File: src/rtl/uart_tx_fifo.sv
// Byte-buffered 8N1 UART transmitter (LSB first) with a circular FIFO in front of the shifter.
// Optional sticky overflow flag: define UART_TX_OVF_EN.
module uart_tx_fifo #(
  parameter int BAUD_DIV        = 620,
  parameter int FIFO_DEPTH_LOG2 = 4
) (
  input  logic                     clk,
  input  logic                     reset,
  input  logic [7:0]               data,
  input  logic                     wr_en,
  output logic                     full,
  output logic [FIFO_DEPTH_LOG2:0] count,
  output logic                     busy,
  output logic                     tx
`ifdef UART_TX_OVF_EN
  ,
  output logic                     overflow
`endif
);

  localparam int DEPTH = 2 ** FIFO_DEPTH_LOG2;
  localparam int TW    = (BAUD_DIV > 1) ? $clog2(BAUD_DIV) : 1;
  localparam int CW    = FIFO_DEPTH_LOG2 + 1;

  localparam logic [TW-1:0]              TIMER_LOAD = TW'(BAUD_DIV - 1);
  localparam logic [TW-1:0]              TIMER_ZERO = {TW{1'b0}};
  localparam logic [TW-1:0]              TIMER_ONE  = TW'(1);
  localparam logic [CW-1:0]              COUNT_ZERO = {CW{1'b0}};
  localparam logic [CW-1:0]              COUNT_ONE  = CW'(1);
  localparam logic [CW-1:0]              COUNT_FULL = CW'(DEPTH);
  localparam logic [FIFO_DEPTH_LOG2-1:0] PTR_ZERO   = {FIFO_DEPTH_LOG2{1'b0}};
  localparam logic [FIFO_DEPTH_LOG2-1:0] PTR_ONE    = FIFO_DEPTH_LOG2'(1);

  typedef enum logic [1:0] {
    IDLE  = 2'd0,
    START = 2'd1,
    DATA  = 2'd2,
    STOP  = 2'd3
  } state_t;

  logic [7:0]                 mem_r [DEPTH];
  logic [FIFO_DEPTH_LOG2-1:0] wr_ptr_r, rd_ptr_r;
  logic [CW-1:0]              count_r, count_s;
  logic                       full_r, busy_r, tx_r, tx_s;
  state_t                     state_r, state_s;
  logic [TW-1:0]              timer_r, timer_s;
  logic [7:0]                 shift_r, shift_s;
  logic [2:0]                 bit_idx_r, bit_idx_s;
  logic                       push_s, pop_s;

  // A write is taken only when the FIFO is not full at the edge, regardless of a same-edge pop.
  assign push_s = wr_en && !full_r;

  // Serialiser next-state: pops the FIFO head from IDLE or straight out of STOP for gapless frames.
  always_comb begin
    state_s   = state_r;
    timer_s   = timer_r;
    shift_s   = shift_r;
    bit_idx_s = bit_idx_r;
    tx_s      = tx_r;
    pop_s     = 1'b0;
    case (state_r)
      IDLE: begin
        tx_s = 1'b1;
        if (count_r != COUNT_ZERO) begin
          pop_s   = 1'b1;
          shift_s = mem_r[rd_ptr_r];
          tx_s    = 1'b0;
          timer_s = TIMER_LOAD;
          state_s = START;
        end else begin
          timer_s = TIMER_ZERO;
        end
      end
      START: begin
        if (timer_r == TIMER_ZERO) begin
          tx_s      = shift_r[0];
          bit_idx_s = 3'd0;
          timer_s   = TIMER_LOAD;
          state_s   = DATA;
        end else begin
          timer_s = timer_r - TIMER_ONE;
        end
      end
      DATA: begin
        if (timer_r == TIMER_ZERO) begin
          timer_s = TIMER_LOAD;
          if (bit_idx_r == 3'd7) begin
            tx_s    = 1'b1;
            state_s = STOP;
          end else begin
            shift_s   = {1'b0, shift_r[7:1]};
            tx_s      = shift_r[1];
            bit_idx_s = bit_idx_r + 3'd1;
          end
        end else begin
          timer_s = timer_r - TIMER_ONE;
        end
      end
      STOP: begin
        if (timer_r == TIMER_ZERO) begin
          if (count_r != COUNT_ZERO) begin
            pop_s   = 1'b1;
            shift_s = mem_r[rd_ptr_r];
            tx_s    = 1'b0;
            timer_s = TIMER_LOAD;
            state_s = START;
          end else begin
            state_s = IDLE;
          end
        end else begin
          timer_s = timer_r - TIMER_ONE;
        end
      end
      default: begin
        tx_s    = 1'b1;
        timer_s = TIMER_ZERO;
        state_s = IDLE;
      end
    endcase
  end

  // Occupancy follows the accepted push and the pop; simultaneous push+pop leaves it unchanged.
  always_comb begin
    count_s = count_r;
    case ({push_s, pop_s})
      2'b10:   count_s = count_r + COUNT_ONE;
      2'b01:   count_s = count_r - COUNT_ONE;
      default: count_s = count_r;
    endcase
  end

  // FIFO storage; contents need no reset because count gates every read.
  always_ff @(posedge clk) begin
    if (push_s) begin
      mem_r[wr_ptr_r] <= data;
    end
  end

  // State, pointers and registered status outputs.
  always_ff @(posedge clk or posedge reset) begin
    if (reset) begin
      state_r   <= IDLE;
      timer_r   <= TIMER_ZERO;
      shift_r   <= 8'h00;
      bit_idx_r <= 3'd0;
      tx_r      <= 1'b1;
      wr_ptr_r  <= PTR_ZERO;
      rd_ptr_r  <= PTR_ZERO;
      count_r   <= COUNT_ZERO;
      full_r    <= 1'b0;
      busy_r    <= 1'b0;
    end else begin
      state_r   <= state_s;
      timer_r   <= timer_s;
      shift_r   <= shift_s;
      bit_idx_r <= bit_idx_s;
      tx_r      <= tx_s;
      count_r   <= count_s;
      full_r    <= (count_s == COUNT_FULL);
      busy_r    <= (state_s != IDLE) || (count_s != COUNT_ZERO);
      if (push_s) begin
        wr_ptr_r <= wr_ptr_r + PTR_ONE;
      end
      if (pop_s) begin
        rd_ptr_r <= rd_ptr_r + PTR_ONE;
      end
    end
  end

  assign tx    = tx_r;
  assign full  = full_r;
  assign count = count_r;
  assign busy  = busy_r;

`ifdef UART_TX_OVF_EN
  logic overflow_r;

  // Sticky record of any write attempted while full.
  always_ff @(posedge clk or posedge reset) begin
    if (reset) begin
      overflow_r <= 1'b0;
    end else if (wr_en && full_r) begin
      overflow_r <= 1'b1;
    end
  end

  assign overflow = overflow_r;
`endif

endmodule

File: config.mk
export PLATFORM = sky130hd
export DESIGN_NAME = uart_tx_fifo
export DESIGN_NICKNAME = d
export VERILOG_FILES = /design/src/rtl/uart_tx_fifo.sv
export SDC_FILE = /design/constraint.sdc
export NUM_CORES = 1
export LEC_CHECK = 0
export BUFFER_PORTS_ARGS = -buffer_cell sky130_fd_sc_hd__buf_2
export CAP_MARGIN = 20
export CORE_ASPECT_RATIO = 1.1
export CORE_MARGIN = 1.5
export CORE_UTILIZATION = 35
export DETAILED_ROUTE_END_ITERATION = 10
export PLACE_DENSITY = 0.49
export SYNTH_ARGS = -nofsm -noshare
export SYNTH_HDL_FRONTEND = slang
export SYNTH_SLANG_ARGS = --single-unit
File: constraint.sdc
create_clock -name clk -period 3.8 [get_ports clk]
set_input_delay 0.19 -clock clk [delete_from_list [all_inputs] [get_ports clk]]
set_output_delay 0.19 -clock clk [all_outputs]
set_load 0.02 [all_outputs]
After elaboration in Yosys (flattened, before gate mapping) --
Memory sizes are Yosys's and may differ from the RTL's. Index checks and enable logic that the tools add are counted.
Operators by class: add/sub/neg operators 6, equal/unequal tests 13, mux-type cells 34, reduce and logical (&&, ||, !) cells 14
Operators by type and width (count):
- $mux W10 | 4
- $mux W8 | 4
- $pmux W10 S3 | 1
- $pmux W8 S3 | 1
- $reduce_and A4 Y1 | 3
- $mux W1 | 11
- $logic_not A10 Y1 | 1
- $mux W2 | 5
- $ne A2 B2 Y1 const B | 5
- $pmux W5 S2 | 1
- $reduce_bool A5 Y1 | 2
- $sub A10 B1 Y10 const B | 1
- $mux W3 | 3
- $add A4 B1 Y4 const B | 2
- $pmux W2 S4 | 1
- $eq A2 B2 Y1 const B | 3
- $pmux W3 S2 | 1
- $add A5 B1 Y5 const B | 1
- $eq A5 B5 Y1 const B | 1
- $sub A5 B1 Y5 const B | 1
- $eq A2 B1 Y1 const B | 2
- $pmux W1 S4 | 1
- $reduce_bool A2 Y1 | 2
- $add A3 B1 Y3 const B | 1
- 9 further kinds | 9
Storage, ports and cells: register bits after elaboration 39, RAM bits 128, bits of input ports 11, output and inout bits 8, logic and storage cells 78, memories 1
Memories:
- mem_r | words 16, width 8, read ports 1, clocked after Yosys merged registers in 0, wr ports 1, RTL line 41 | logic [7:0] mem_r [DEPTH];

Depth between registers and ports, before layout --
Gate-level depths: netlist (run 1).
depth after elaboration 8, mapped depth 14, mapped depth without buffers 13

Least setup slack after synthesis (run 1) --
Ideal clock, no wire load.
path type reg-to-reg, start point register timer_r[0], end point register busy_r (netlist: busy), library setup time 0.139 ns, data arrival time 3.677 ns, data required time 3.661 ns, path slack -0.015 ns, stages on the path, launching flop included 14, buffers on the path 2, clock period less this slack 3.815 ns, cells stage by stage dfrtp_1 -> inv_1 -> ha_1 -> or3b_1 -> buf_4 -> o41a_1 -> nor3_1 -> ha_1 -> dlygate4sd1_1 -> or2b_2 -> a21oi_1 -> or3_1 -> a311oi_1 -> or4b_1
On the way: word-level cells in the longest chain between the ends 7, elaborated cells on any way between the ends 13, those cells by class eq/ne: 2; mux: 7; reduce/logical: 4
RTL lines:
- start: declaration | RTL line 46 | logic [TW-1:0] timer_r, timer_s;
- start signal: assignment | RTL line 155 | timer_r <= timer_s;
- $logic_not A10 Y1 (*) | RTL line 76, 86, 101
- $mux W1 | RTL line 101 | if (timer_r == TIMER_ZERO) begin
- $pmux W1 S2 | RTL line 62 | case (state_r)
- $eq A2 B1 Y1 or $eq A2 B2 Y1 (tied branches) | RTL line 126 | case ({push_s, pop_s})
- $pmux W5 S2 | RTL line 126
- $reduce_bool A5 Y1 | RTL line 161 | busy_r <= (state_s != IDLE) || (count_s != COUNT_ZERO);
- $logic_or A1 B1 Y1 (*) | RTL line 161
- end signal: assignment | RTL line 161
- end: declaration | RTL line 44 | logic full_r, busy_r, tx_r, tx_s;
Mark *: on every way between the ends. The rest lies on a longest branch, timed or not. A chain may end at the register's enable or synchronous reset.

Final worst setup path (run 1) --
start point register timer_r[0], end point register busy_r (netlist: busy)
On the way: word-level cells in the longest chain between the ends 7, elaborated cells on any way between the ends 13, those cells by class eq/ne: 2; mux: 7; reduce/logical: 4
RTL lines:
- $logic_not A10 Y1 (*) | RTL line 101
- $mux W1 (*) | RTL line 101
- $pmux W1 S2 (*) | RTL line 62
- $eq A2 B1 Y1 or $eq A2 B2 Y1 (tied branches) | RTL line 126
- $pmux W5 S2 (*) | RTL line 126
- via count_s[2] | RTL line 43 | logic [CW-1:0] count_r, count_s;
- $reduce_bool A5 Y1 (*) | RTL line 161
- $logic_or A1 B1 Y1 (*) | RTL line 161
The timed path passes the listed nets; every way through them passes the cells marked *.

==> impl_metrics.xml, run 1 <==
<?xml version="1.0" encoding="UTF-8"?>
<metrics>
  <group name="clock_tree">
    <metric name="number_of_levels_in_the_clock_h_tree" unit="">4</metric>
    <metric name="path_clk_slew" unit="ns">0.06</metric>
    <metric name="cts_buffer_depth" unit="">2</metric>
    <metric name="post_cts_buffers" unit="">0</metric>
    <metric name="clock-sinks" unit="">167</metric>
    <metric name="clock_insertion_delay_worst_skew" unit="ns">0.43</metric>
    <metric name="cts_root_buf" unit="">sky130_fd_sc_hd__clkbuf_16</metric>
    <metric name="cts-buffers-inserted" unit="">17</metric>
    <metric name="cts_tree" unit="">built</metric>
  </group>
  <group name="synthesis">
    <metric name="yosys.cell_count.top_type" unit="">sky130_fd_sc_hd__edfxtp_1</metric>
    <metric name="synthDominantAreaCellType" unit="">sky130_fd_sc_hd__edfxtp_1</metric>
    <metric name="postSynthRegisterBits" unit="">167</metric>
    <metric name="synthesis.area_per_instance" unit="µm²">15.0</metric>
    <metric name="synth_commonest_cells" unit="">sky130_fd_sc_hd__edfxtp_1 (128), sky130_fd_sc_hd__dfrtp_1 (38), sky130_fd_sc_hd__mux2i_1 (36), sky130_fd_sc_hd__a21oi_1 (26), sky130_fd_sc_hd__nand2_1 (22)</metric>
    <metric name="synth.top_cells.by_area" unit="">sky130_fd_sc_hd__edfxtp_1 (52%), sky130_fd_sc_hd__dfrtp_1 (13%), sky130_fd_sc_hd__mux4_2 (5.8%)</metric>
    <metric name="netlist_area" unit="µm²">7380</metric>
    <metric name="yosysUniqueCellTypes" unit="">58</metric>
    <metric name="number_of_enable_type_register_cells_in_the_synthesized_netlist" unit="">128</metric>
    <metric name="yosysWarnings" unit="">0</metric>
    <metric name="synth.net_count" unit="">518</metric>
    <metric name="synth.top_cell.area_share" unit="%">52.1</metric>
    <metric name="syn_inst" unit="">492</metric>
    <metric name="synth_sequential_area_ratio" unit="%">65.3</metric>
    <metric name="ys_async_sr_fraction" unit="%">23.4</metric>
    <metric name="synth_ff_type" unit="">sky130_fd_sc_hd__edfxtp_1</metric>
  </group>
  <group name="status">
    <metric name="run_status" unit="">finished, final reports clean</metric>
  </group>
  <group name="timing">
    <metric name="min_clock_period_post_route" unit="ns">3.61</metric>
    <metric name="maxClockFrequency" unit="GHz">0.277</metric>
    <metric name="final.setup_skew" unit="ns">0.0154</metric>
    <metric name="final-max-slew-violation-count" unit="">0</metric>
    <metric name="worst_pin_slew" unit="ns">0.977</metric>
    <metric name="fin_ws" unit="ns">0.191</metric>
    <metric name="hold_violations" unit="">0</metric>
    <metric name="relSlewSlack" unit="%">34.8</metric>
    <metric name="final_min_period_over_clock_period" unit="%">95.0</metric>
    <metric name="setup_viol" unit="">0</metric>
  </group>
  <group name="worst_setup_path">
    <metric name="cp.arrival" unit="ns">3.89</metric>
    <metric name="worstSetupPathType" unit="">reg -&gt; reg</metric>
    <metric name="critPathRequiredTime" unit="ns">4.08</metric>
    <metric name="rrSetupSlack" unit="ns">0.19</metric>
    <metric name="end_kind" unit="">flip-flop</metric>
    <metric name="crit_fanout" unit="">8</metric>
    <metric name="worst_setup_path_start_kind" unit="">flip-flop</metric>
  </group>
  <group name="final_layout">
    <metric name="fillers" unit="">1888</metric>
    <metric name="layout-area-overhead-vs-synth" unit="%">14.2</metric>
    <metric name="antenna-diode-count" unit="">0</metric>
    <metric name="final_net_count" unit="">545</metric>
    <metric name="final-instance-count-excl-fill" unit="">788</metric>
    <metric name="layout-drive-gt1-share" unit="%">18.6</metric>
    <metric name="fin_util" unit="%">40.8</metric>
  </group>
  <group name="power">
    <metric name="leakage" unit="nW">3.05</metric>
    <metric name="power.density_cell_area" unit="nW/µm²">750</metric>
    <metric name="max-vdd-ir-drop" unit="µV">350</metric>
  </group>
  <group name="die">
    <metric name="ios" unit="">19</metric>
    <metric name="dieArea" unit="µm²">22000</metric>
    <metric name="die_height" unit="µm">155</metric>
    <metric name="die_x" unit="µm">141</metric>
    <metric name="fp_rows" unit="">55</metric>
    <metric name="initial_core_util" unit="%">35.8</metric>
    <metric name="core" unit="µm²">20600</metric>
  </group>
  <group name="run">
    <metric name="cap_violations" unit="">0</metric>
  </group>
  <group name="drt">
    <metric name="number_of_remaining_drc_errors" unit="">0</metric>
    <metric name="via_count" unit="">4130</metric>
    <metric name="postRouteAntennaNets" unit="">0</metric>
    <metric name="detail_route.wirelength" unit="µm">15700</metric>
    <metric name="detail_route.first_pass.iterations" unit="">4</metric>
    <metric name="wire_per_inst" unit="µm">19.9</metric>
    <metric name="initialDrtViolationCount" unit="">156</metric>
    <metric name="avgViaCountPerCell" unit="">5.24</metric>
  </group>
  <group name="hold_path">
    <metric name="worstHoldPathType" unit="">in -&gt; reg</metric>
  </group>
  <group name="global_routing">
    <metric name="grt_usage" unit="%">15.3</metric>
    <metric name="grt_start_max_net_pins" unit="">27</metric>
    <metric name="antenna_found_initial" unit="">0</metric>
    <metric name="grt_overflow_total" unit="">0</metric>
    <metric name="first_global_vias" unit="">4228</metric>
    <metric name="grt_pass1_wl" unit="µm">24700</metric>
  </group>
  <group name="placement">
    <metric name="dp_cells" unit="">755</metric>
    <metric name="dpl.hpwl" unit="µm">10700</metric>
    <metric name="pre_cts_ws" unit="ns">0.0590</metric>
    <metric name="gp_routability_congestion" unit="">0.851</metric>
    <metric name="io_buffers" unit="">18</metric>
  </group>
</metrics>
==> layer usage <==
layer  routed length [µm]  global-route usage (%)
met1                 7060                    19.6
met4                  223                    5.30
met5                    0                       0
met2                 8010                    26.3
met3                  417                    2.43
==> cells by family (layout without fill, tap and decap cells) <==
group,Yosys count,in the layout,synth area share [%]
flops,167,167,65.3
simple gates,99,99,7.64
compound gates,94,94,8.78
mux,58,58,11.1
buf+inv,45,85,2.93
fa+ha+maj,15,15,2.54
xor+xnor,14,14,1.66
==> report_power, final <==
group	leakage, nW	internal (W)	total, W	switching [W]
sequential	1.62	0.00228	0.00258	0.000294
combinational	1.13	0.000841	0.00190	0.00105
clock	0.301	0.00116	0.00185	0.000690
total	3.05	0.00428	0.00632	0.00204
==> flip-flops by register name (all words and copies together) (netlist names) <==
register / flops
full: 1
bit_idx_r: 3
count: 5
timer_r: 10
wr_ptr_r: 4
tx: 1
mem_r: 128
shift_r: 8
rd_ptr_r: 4
state_r: 2
busy: 1
==> worst paths after layout <==
path,from,endpoint,depth (start not counted)
worst max-delay path,timer_r[0]$_DFFE_PP0P_,busy$_DFF_PP0_,12
worst min-delay path,data[7],mem_r[10][7]$_DFFE_PP_,1
worst max register to register,timer_r[0]$_DFFE_PP0P_,busy$_DFF_PP0_,12
worst min register to register,tx$_DFFE_PP1P_,tx$_DFFE_PP1P_,1
max in group asynchronous,reset,tx$_DFFE_PP1P_,4
min in group asynchronous,reset,count[2]$_DFF_PP0_,3
==> layout by cell type, fill, tap and decap left out, types with 18 or more instances in the layout <==
cell / instances
sky130_fd_sc_hd__edfxtp_1: 128
sky130_fd_sc_hd__a21oi_1: 26
sky130_fd_sc_hd__and2_1: 18
sky130_fd_sc_hd__inv_1: 19
sky130_fd_sc_hd__mux2i_1: 36
sky130_fd_sc_hd__mux4_2: 19
sky130_fd_sc_hd__buf_2: 18
sky130_fd_sc_hd__dfrtp_1: 37
sky130_fd_sc_hd__o21ai_0: 19
sky130_fd_sc_hd__nand2_1: 22
sky130_fd_sc_hd__nor2_1: 18
==> final cells by class <==
cell class / instances / area, µm² / share of cell area [%]
inverter: 20 / 75.1 / 0.891
clock buffer: 18 / 429 / 5.09
timing repair buffer: 33 / 218 / 2.58
multi-input combinational: 280 / 2360 / 28.0
clock inverter: 14 / 204 / 2.42
tap: 256 / 320 / 3.80
sequential: 167 / 4820 / 57.2
==> critical path, cell delays in order, from the launching register on <==
cell and delay [ns]:
sky130_fd_sc_hd__dfrtp_1 0.42, sky130_fd_sc_hd__inv_1 0.08, sky130_fd_sc_hd__ha_1 0.19, sky130_fd_sc_hd__or3b_4 0.45
sky130_fd_sc_hd__o41a_1 0.41, sky130_fd_sc_hd__nor3_2 0.18, sky130_fd_sc_hd__ha_1 0.21, sky130_fd_sc_hd__a21oi_1 0.10
sky130_fd_sc_hd__or3b_1 0.36, sky130_fd_sc_hd__nor3b_1 0.15, sky130_fd_sc_hd__xor2_1 0.16, sky130_fd_sc_hd__a311oi_2 0.31
sky130_fd_sc_hd__or4b_1 0.47
==> stage by stage <==
stage                     instance area (µm²)  total power [W]  setup TNS [ns]  hold WS, ns
final                                    8430          0.00632               0        0.150
after global routing                     8430          0.00667        -0.00981        0.151
after CTS                                8420          0.00636               0        0.133
after detailed placement                 7770          0.00449               0        0.401
after global placement                   7770          0.00447               0        0.390
after floorplan                          7390          0.00394               0        0.289
==> timing repair <==
action,4_1_cts,5_1_grt
endpoints found under the setup margin,0,1
hold buffers,1,0
gates resized for setup,0,3
endpoints found under the hold margin,20,0
No activity file was read; power rests on OpenSTA's default activity.
==> inputs of run 2 (changes only) <==
--- a/config.mk
+++ b/config.mk
@@ -5,6 +5,7 @@
 export SDC_FILE = /design/constraint.sdc
 export NUM_CORES = 1
 export LEC_CHECK = 0
+export ABC_AREA = 1
 export BUFFER_PORTS_ARGS = -buffer_cell sky130_fd_sc_hd__buf_2
 export CAP_MARGIN = 20
 export CORE_ASPECT_RATIO = 1.1
==> run 2 against run 1 <==
Final cell count is 19% higher. Non-clock buffer count is 7 lower. Register-to-register slack better by 0.99 ns. Critical path type unchanged. Die area is 1.8% lower. Largest cell class unchanged. Clock skew is 0.0041 ns lower. Largest power group unchanged. Cell area is 2.6% lower. Worst setup slack better by 0.99 ns.
==> impl_metrics.xml, run 2 <==
<?xml version="1.0" encoding="UTF-8"?>
<metrics>
  <group name="global_routing">
    <metric name="grt_pass1_wl" unit="µm">27400</metric>
    <metric name="first_global_vias" unit="">5011</metric>
    <metric name="antenna_found_initial" unit="">0</metric>
    <metric name="grt_overflow_total" unit="">0</metric>
    <metric name="grt_start_max_net_pins" unit="">67</metric>
    <metric name="grt_usage" unit="%">16.7</metric>
  </group>
  <group name="final_layout">
    <metric name="fin_util" unit="%">40.2</metric>
    <metric name="final_net_count" unit="">694</metric>
    <metric name="antenna-diode-count" unit="">0</metric>
    <metric name="final-instance-count-excl-fill" unit="">937</metric>
    <metric name="finalInstanceArea" unit="µm²">8210</metric>
    <metric name="final_common_cell" unit="">sky130_fd_sc_hd__edfxtp_1</metric>
    <metric name="max_flop_register" unit="">mem_r</metric>
    <metric name="top_regs" unit="">mem_r x128, timer_r x10, shift_r x8</metric>
    <metric name="layout-area-overhead-vs-synth" unit="%">13.3</metric>
    <metric name="largest_register_ff_count" unit="">128</metric>
    <metric name="mostFrequentLayoutCells" unit="">sky130_fd_sc_hd__edfxtp_1 (128), sky130_fd_sc_hd__nand2_1 (102), sky130_fd_sc_hd__nor2_1 (79)</metric>
    <metric name="layout-drive-gt1-share" unit="%">11.7</metric>
  </group>
  <group name="clock_tree">
    <metric name="cts_root_buf" unit="">sky130_fd_sc_hd__clkbuf_16</metric>
    <metric name="clock-sinks" unit="">167</metric>
    <metric name="clock_insertion_delay_worst_skew" unit="ns">0.43</metric>
    <metric name="path_clk_slew" unit="ns">0.07</metric>
    <metric name="post_cts_buffers" unit="">0</metric>
    <metric name="cts_buffer_depth" unit="">2</metric>
    <metric name="cts_hold_repair.buffers" unit="">1</metric>
    <metric name="cts_tree" unit="">built</metric>
    <metric name="number_of_levels_in_the_clock_h_tree" unit="">4</metric>
    <metric name="cts_repair_resize_count" unit="">0</metric>
    <metric name="cts-buffers-inserted" unit="">17</metric>
  </group>
  <group name="worst_setup_path">
    <metric name="path_depth" unit="">18</metric>
    <metric name="rrSetupSlack" unit="ns">1.18</metric>
    <metric name="r2r_start" unit="">timer_r[0]$_DFFE_PP0P_</metric>
    <metric name="cp.arrival" unit="ns">2.94</metric>
    <metric name="critical-path-slowest-cell" unit="">sky130_fd_sc_hd__dfrtp_1</metric>
    <metric name="slowest_delay" unit="ns">0.39</metric>
    <metric name="crit_fanout" unit="">4</metric>
    <metric name="end_kind" unit="">flip-flop</metric>
    <metric name="reg2reg_depth" unit="">18</metric>
    <metric name="path_cells" unit="">inv_1 -&gt; ha_1 -&gt; nand2_1 -&gt; nor2_4 -&gt; nand3_2 -&gt; nand2_4 -&gt; nand4_1 -&gt; nand2_1 -&gt; inv_1 -&gt; ha_1 -&gt; a21oi_1 -&gt; nand2_1 -&gt; nand2_1 -&gt; o21ai_1 -&gt; nor2_1 -&gt; inv_1 -&gt; nor2_1 -&gt; nand2_1</metric>
    <metric name="timing.critical_path.max_delay_family" unit="">simple AND/OR/NAND/NOR gates</metric>
    <metric name="critical_path.n_buffers_inverters" unit="">3</metric>
    <metric name="critPathRequiredTime" unit="ns">4.12</metric>
    <metric name="destination_of_the_worst_register_to_register_timing_path" unit="">busy$_DFF_PP0_</metric>
    <metric name="crit_path_frequent_cell" unit="">sky130_fd_sc_hd__nand2_1</metric>
    <metric name="worstSetupPathType" unit="">reg -&gt; reg</metric>
    <metric name="worst_setup_path_start_kind" unit="">flip-flop</metric>
  </group>
  <group name="timing">
    <metric name="fin_hold_ws" unit="ns">0.159</metric>
    <metric name="grt_setup_unrepaired" unit="">no</metric>
    <metric name="hold_violations" unit="">0</metric>
    <metric name="final.setup_skew" unit="ns">0.0113</metric>
    <metric name="final-max-slew-violation-count" unit="">0</metric>
    <metric name="min_clock_period_post_route" unit="ns">2.62</metric>
    <metric name="maxClockFrequency" unit="GHz">0.382</metric>
    <metric name="setup_viol" unit="">0</metric>
    <metric name="worst_pin_slew" unit="ns">0.885</metric>
    <metric name="tns" unit="ns">0</metric>
    <metric name="relSlewSlack" unit="%">40.8</metric>
    <metric name="final_min_period_over_clock_period" unit="%">69.0</metric>
  </group>
  <group name="power">
    <metric name="power.density_cell_area" unit="nW/µm²">771</metric>
    <metric name="max-vdd-ir-drop" unit="µV">320</metric>
    <metric name="leakage" unit="nW">3.06</metric>
  </group>
  <group name="synthesis">
    <metric name="synth_sequential_area_ratio" unit="%">66.6</metric>
    <metric name="yosys.cell_count.top_type" unit="">sky130_fd_sc_hd__edfxtp_1</metric>
    <metric name="netlist_area" unit="µm²">7240</metric>
    <metric name="postSynthRegisterBits" unit="">167</metric>
    <metric name="syn_inst" unit="">646</metric>
    <metric name="yosysWarnings" unit="">0</metric>
    <metric name="number_of_enable_type_register_cells_in_the_synthesized_netlist" unit="">128</metric>
    <metric name="yosysUniqueCellTypes" unit="">43</metric>
    <metric name="ys_async_sr_fraction" unit="%">23.4</metric>
    <metric name="synthDominantAreaCellType" unit="">sky130_fd_sc_hd__edfxtp_1</metric>
    <metric name="synth.net_count" unit="">672</metric>
    <metric name="synthesis.area_per_instance" unit="µm²">11.2</metric>
    <metric name="synth.top_cells.by_area" unit="">sky130_fd_sc_hd__edfxtp_1 (53%), sky130_fd_sc_hd__dfrtp_1 (13%), sky130_fd_sc_hd__nand2_1 (5.3%)</metric>
    <metric name="synth_ff_type" unit="">sky130_fd_sc_hd__edfxtp_1</metric>
    <metric name="synth_commonest_cells" unit="">sky130_fd_sc_hd__edfxtp_1 (128), sky130_fd_sc_hd__nand2_1 (102), sky130_fd_sc_hd__nor2_1 (79), sky130_fd_sc_hd__o21ai_0 (57), sky130_fd_sc_hd__inv_1 (44)</metric>
    <metric name="synth.top_cell.area_share" unit="%">53.1</metric>
  </group>
  <group name="die">
    <metric name="dieArea" unit="µm²">21600</metric>
    <metric name="initial_core_util" unit="%">35.4</metric>
    <metric name="core" unit="µm²">20400</metric>
    <metric name="die_x" unit="µm">140</metric>
    <metric name="fp_rows" unit="">55</metric>
    <metric name="ios" unit="">19</metric>
    <metric name="die_height" unit="µm">154</metric>
  </group>
  <group name="placement">
    <metric name="io_buffers" unit="">18</metric>
    <metric name="dp_cells" unit="">904</metric>
    <metric name="detailed_place.area" unit="µm²">7610</metric>
    <metric name="gp_routability_congestion" unit="">0.801</metric>
    <metric name="dpl.hpwl" unit="µm">11300</metric>
  </group>
  <group name="hold_path">
    <metric name="hold_path_depth" unit="">4</metric>
    <metric name="hold_path_startpoint" unit="">wr_en</metric>
    <metric name="worstHoldPathType" unit="">in -&gt; reg</metric>
    <metric name="worst_hold_path.endpoint" unit="">wr_ptr_r[0]$_DFFE_PP0P_</metric>
  </group>
  <group name="drt">
    <metric name="detail_route.first_pass.iterations" unit="">5</metric>
    <metric name="postRouteAntennaNets" unit="">0</metric>
    <metric name="initialDrtViolationCount" unit="">362</metric>
    <metric name="avgViaCountPerCell" unit="">5.19</metric>
    <metric name="via_count" unit="">4867</metric>
    <metric name="number_of_remaining_drc_errors" unit="">0</metric>
    <metric name="detail_route.wirelength" unit="µm">17000</metric>
    <metric name="wire_per_inst" unit="µm">18.2</metric>
  </group>
  <group name="run">
    <metric name="cap_violations" unit="">0</metric>
  </group>
  <group name="status">
    <metric name="run_status" unit="">finished, final reports clean</metric>
  </group>
</metrics>
run 2: changes by cell type after synthesis, sizes merged, moves of 19 or more:
| cell | previous run | this run |
|---|---|---|
| mux2i | 36 | 0 |
| nor2 | 19 | 83 |
| nand2 | 22 | 108 |
| nand3 | 1 | 30 |
| o21ai | 20 | 69 |
| inv | 19 | 50 |
| mux4 | 19 | 0 |
run 2: final cells by class:
type | instances | area (µm²)
Clock inverter | 14 | 163
Clock buffer | 18 | 429
Sequential cell | 167 | 4820
Inverter | 52 | 196
Tap cell | 256 | 320
Multi-Input combinational cell | 404 | 2130
Timing Repair Buffer | 26 | 153
Fill cell | 1952 | 12200
run 2: worst reg2reg max path: stages, from the launching register on:
cell and delay, ns:
sky130_fd_sc_hd__dfrtp_1 0.39, sky130_fd_sc_hd__inv_1 0.12, sky130_fd_sc_hd__ha_1 0.21, sky130_fd_sc_hd__nand2_1 0.11, sky130_fd_sc_hd__nor2_4 0.15, sky130_fd_sc_hd__nand3_2 0.09, sky130_fd_sc_hd__nand2_4 0.10, sky130_fd_sc_hd__nand4_1 0.11
sky130_fd_sc_hd__nand2_1 0.10, sky130_fd_sc_hd__inv_1 0.06, sky130_fd_sc_hd__ha_1 0.18, sky130_fd_sc_hd__a21oi_1 0.28, sky130_fd_sc_hd__nand2_1 0.11, sky130_fd_sc_hd__nand2_1 0.07, sky130_fd_sc_hd__o21ai_1 0.08, sky130_fd_sc_hd__nor2_1 0.15
sky130_fd_sc_hd__inv_1 0.06, sky130_fd_sc_hd__nor2_1 0.09, sky130_fd_sc_hd__nand2_1 0.06
run 2: stage by stage:
step	power, W	worst slack, ns
finish	0.00633	1.18
global route	0.00673	0.807
CTS	0.00637	1.20
detailed placement	0.00462	1.23
global placement	0.00457	1.34
floorplan	0.00393	1.52
run 2: how the worst max path moves through the flow:
stage                                end  slack (ns)                    from
after detailed placement  busy$_DFF_PP0_        1.23  timer_r[0]$_DFFE_PP0P_
after global placement    busy$_DFF_PP0_        1.34      count[0]$_DFF_PP0_
after floorplan           busy$_DFF_PP0_        1.52  timer_r[0]$_DFFE_PP0P_
final                     busy$_DFF_PP0_        1.18  timer_r[0]$_DFFE_PP0P_
after CTS                 busy$_DFF_PP0_        1.20  timer_r[0]$_DFFE_PP0P_
after global routing      busy$_DFF_PP0_        0.81  timer_r[0]$_DFFE_PP0P_
run 2: logic make-up after synthesis:
logic type / after synthesis / share of synthesized area, %
AO/OA/AOI/OAI: 140 / 11.0
XOR/XNOR: 10 / 1.21
adder cells (fa/ha/maj): 15 / 2.59
buffers and inverters: 75 / 4.09
flip-flops: 167 / 66.6
AND/OR/NAND/NOR: 239 / 14.5
run 2: metal layers:
layer  global-route usage [%]  up-vias  part of all wire [%]
met5                        0        -                     0
met4                     5.21        0                   1.7
met3                     3.74       20                   3.6
met2                     28.7      102                    50
met1                     21.0     2425                    44
li1                         -     2320                     -
run 2: power breakdown:
| group | switching, W | total [W] | internal, W |
|---|---|---|---|
| clock network | 0.000766 | 0.00175 | 0.000989 |
| registers | 0.000229 | 0.00251 | 0.00228 |
| logic | 0.00144 | 0.00206 | 0.000626 |
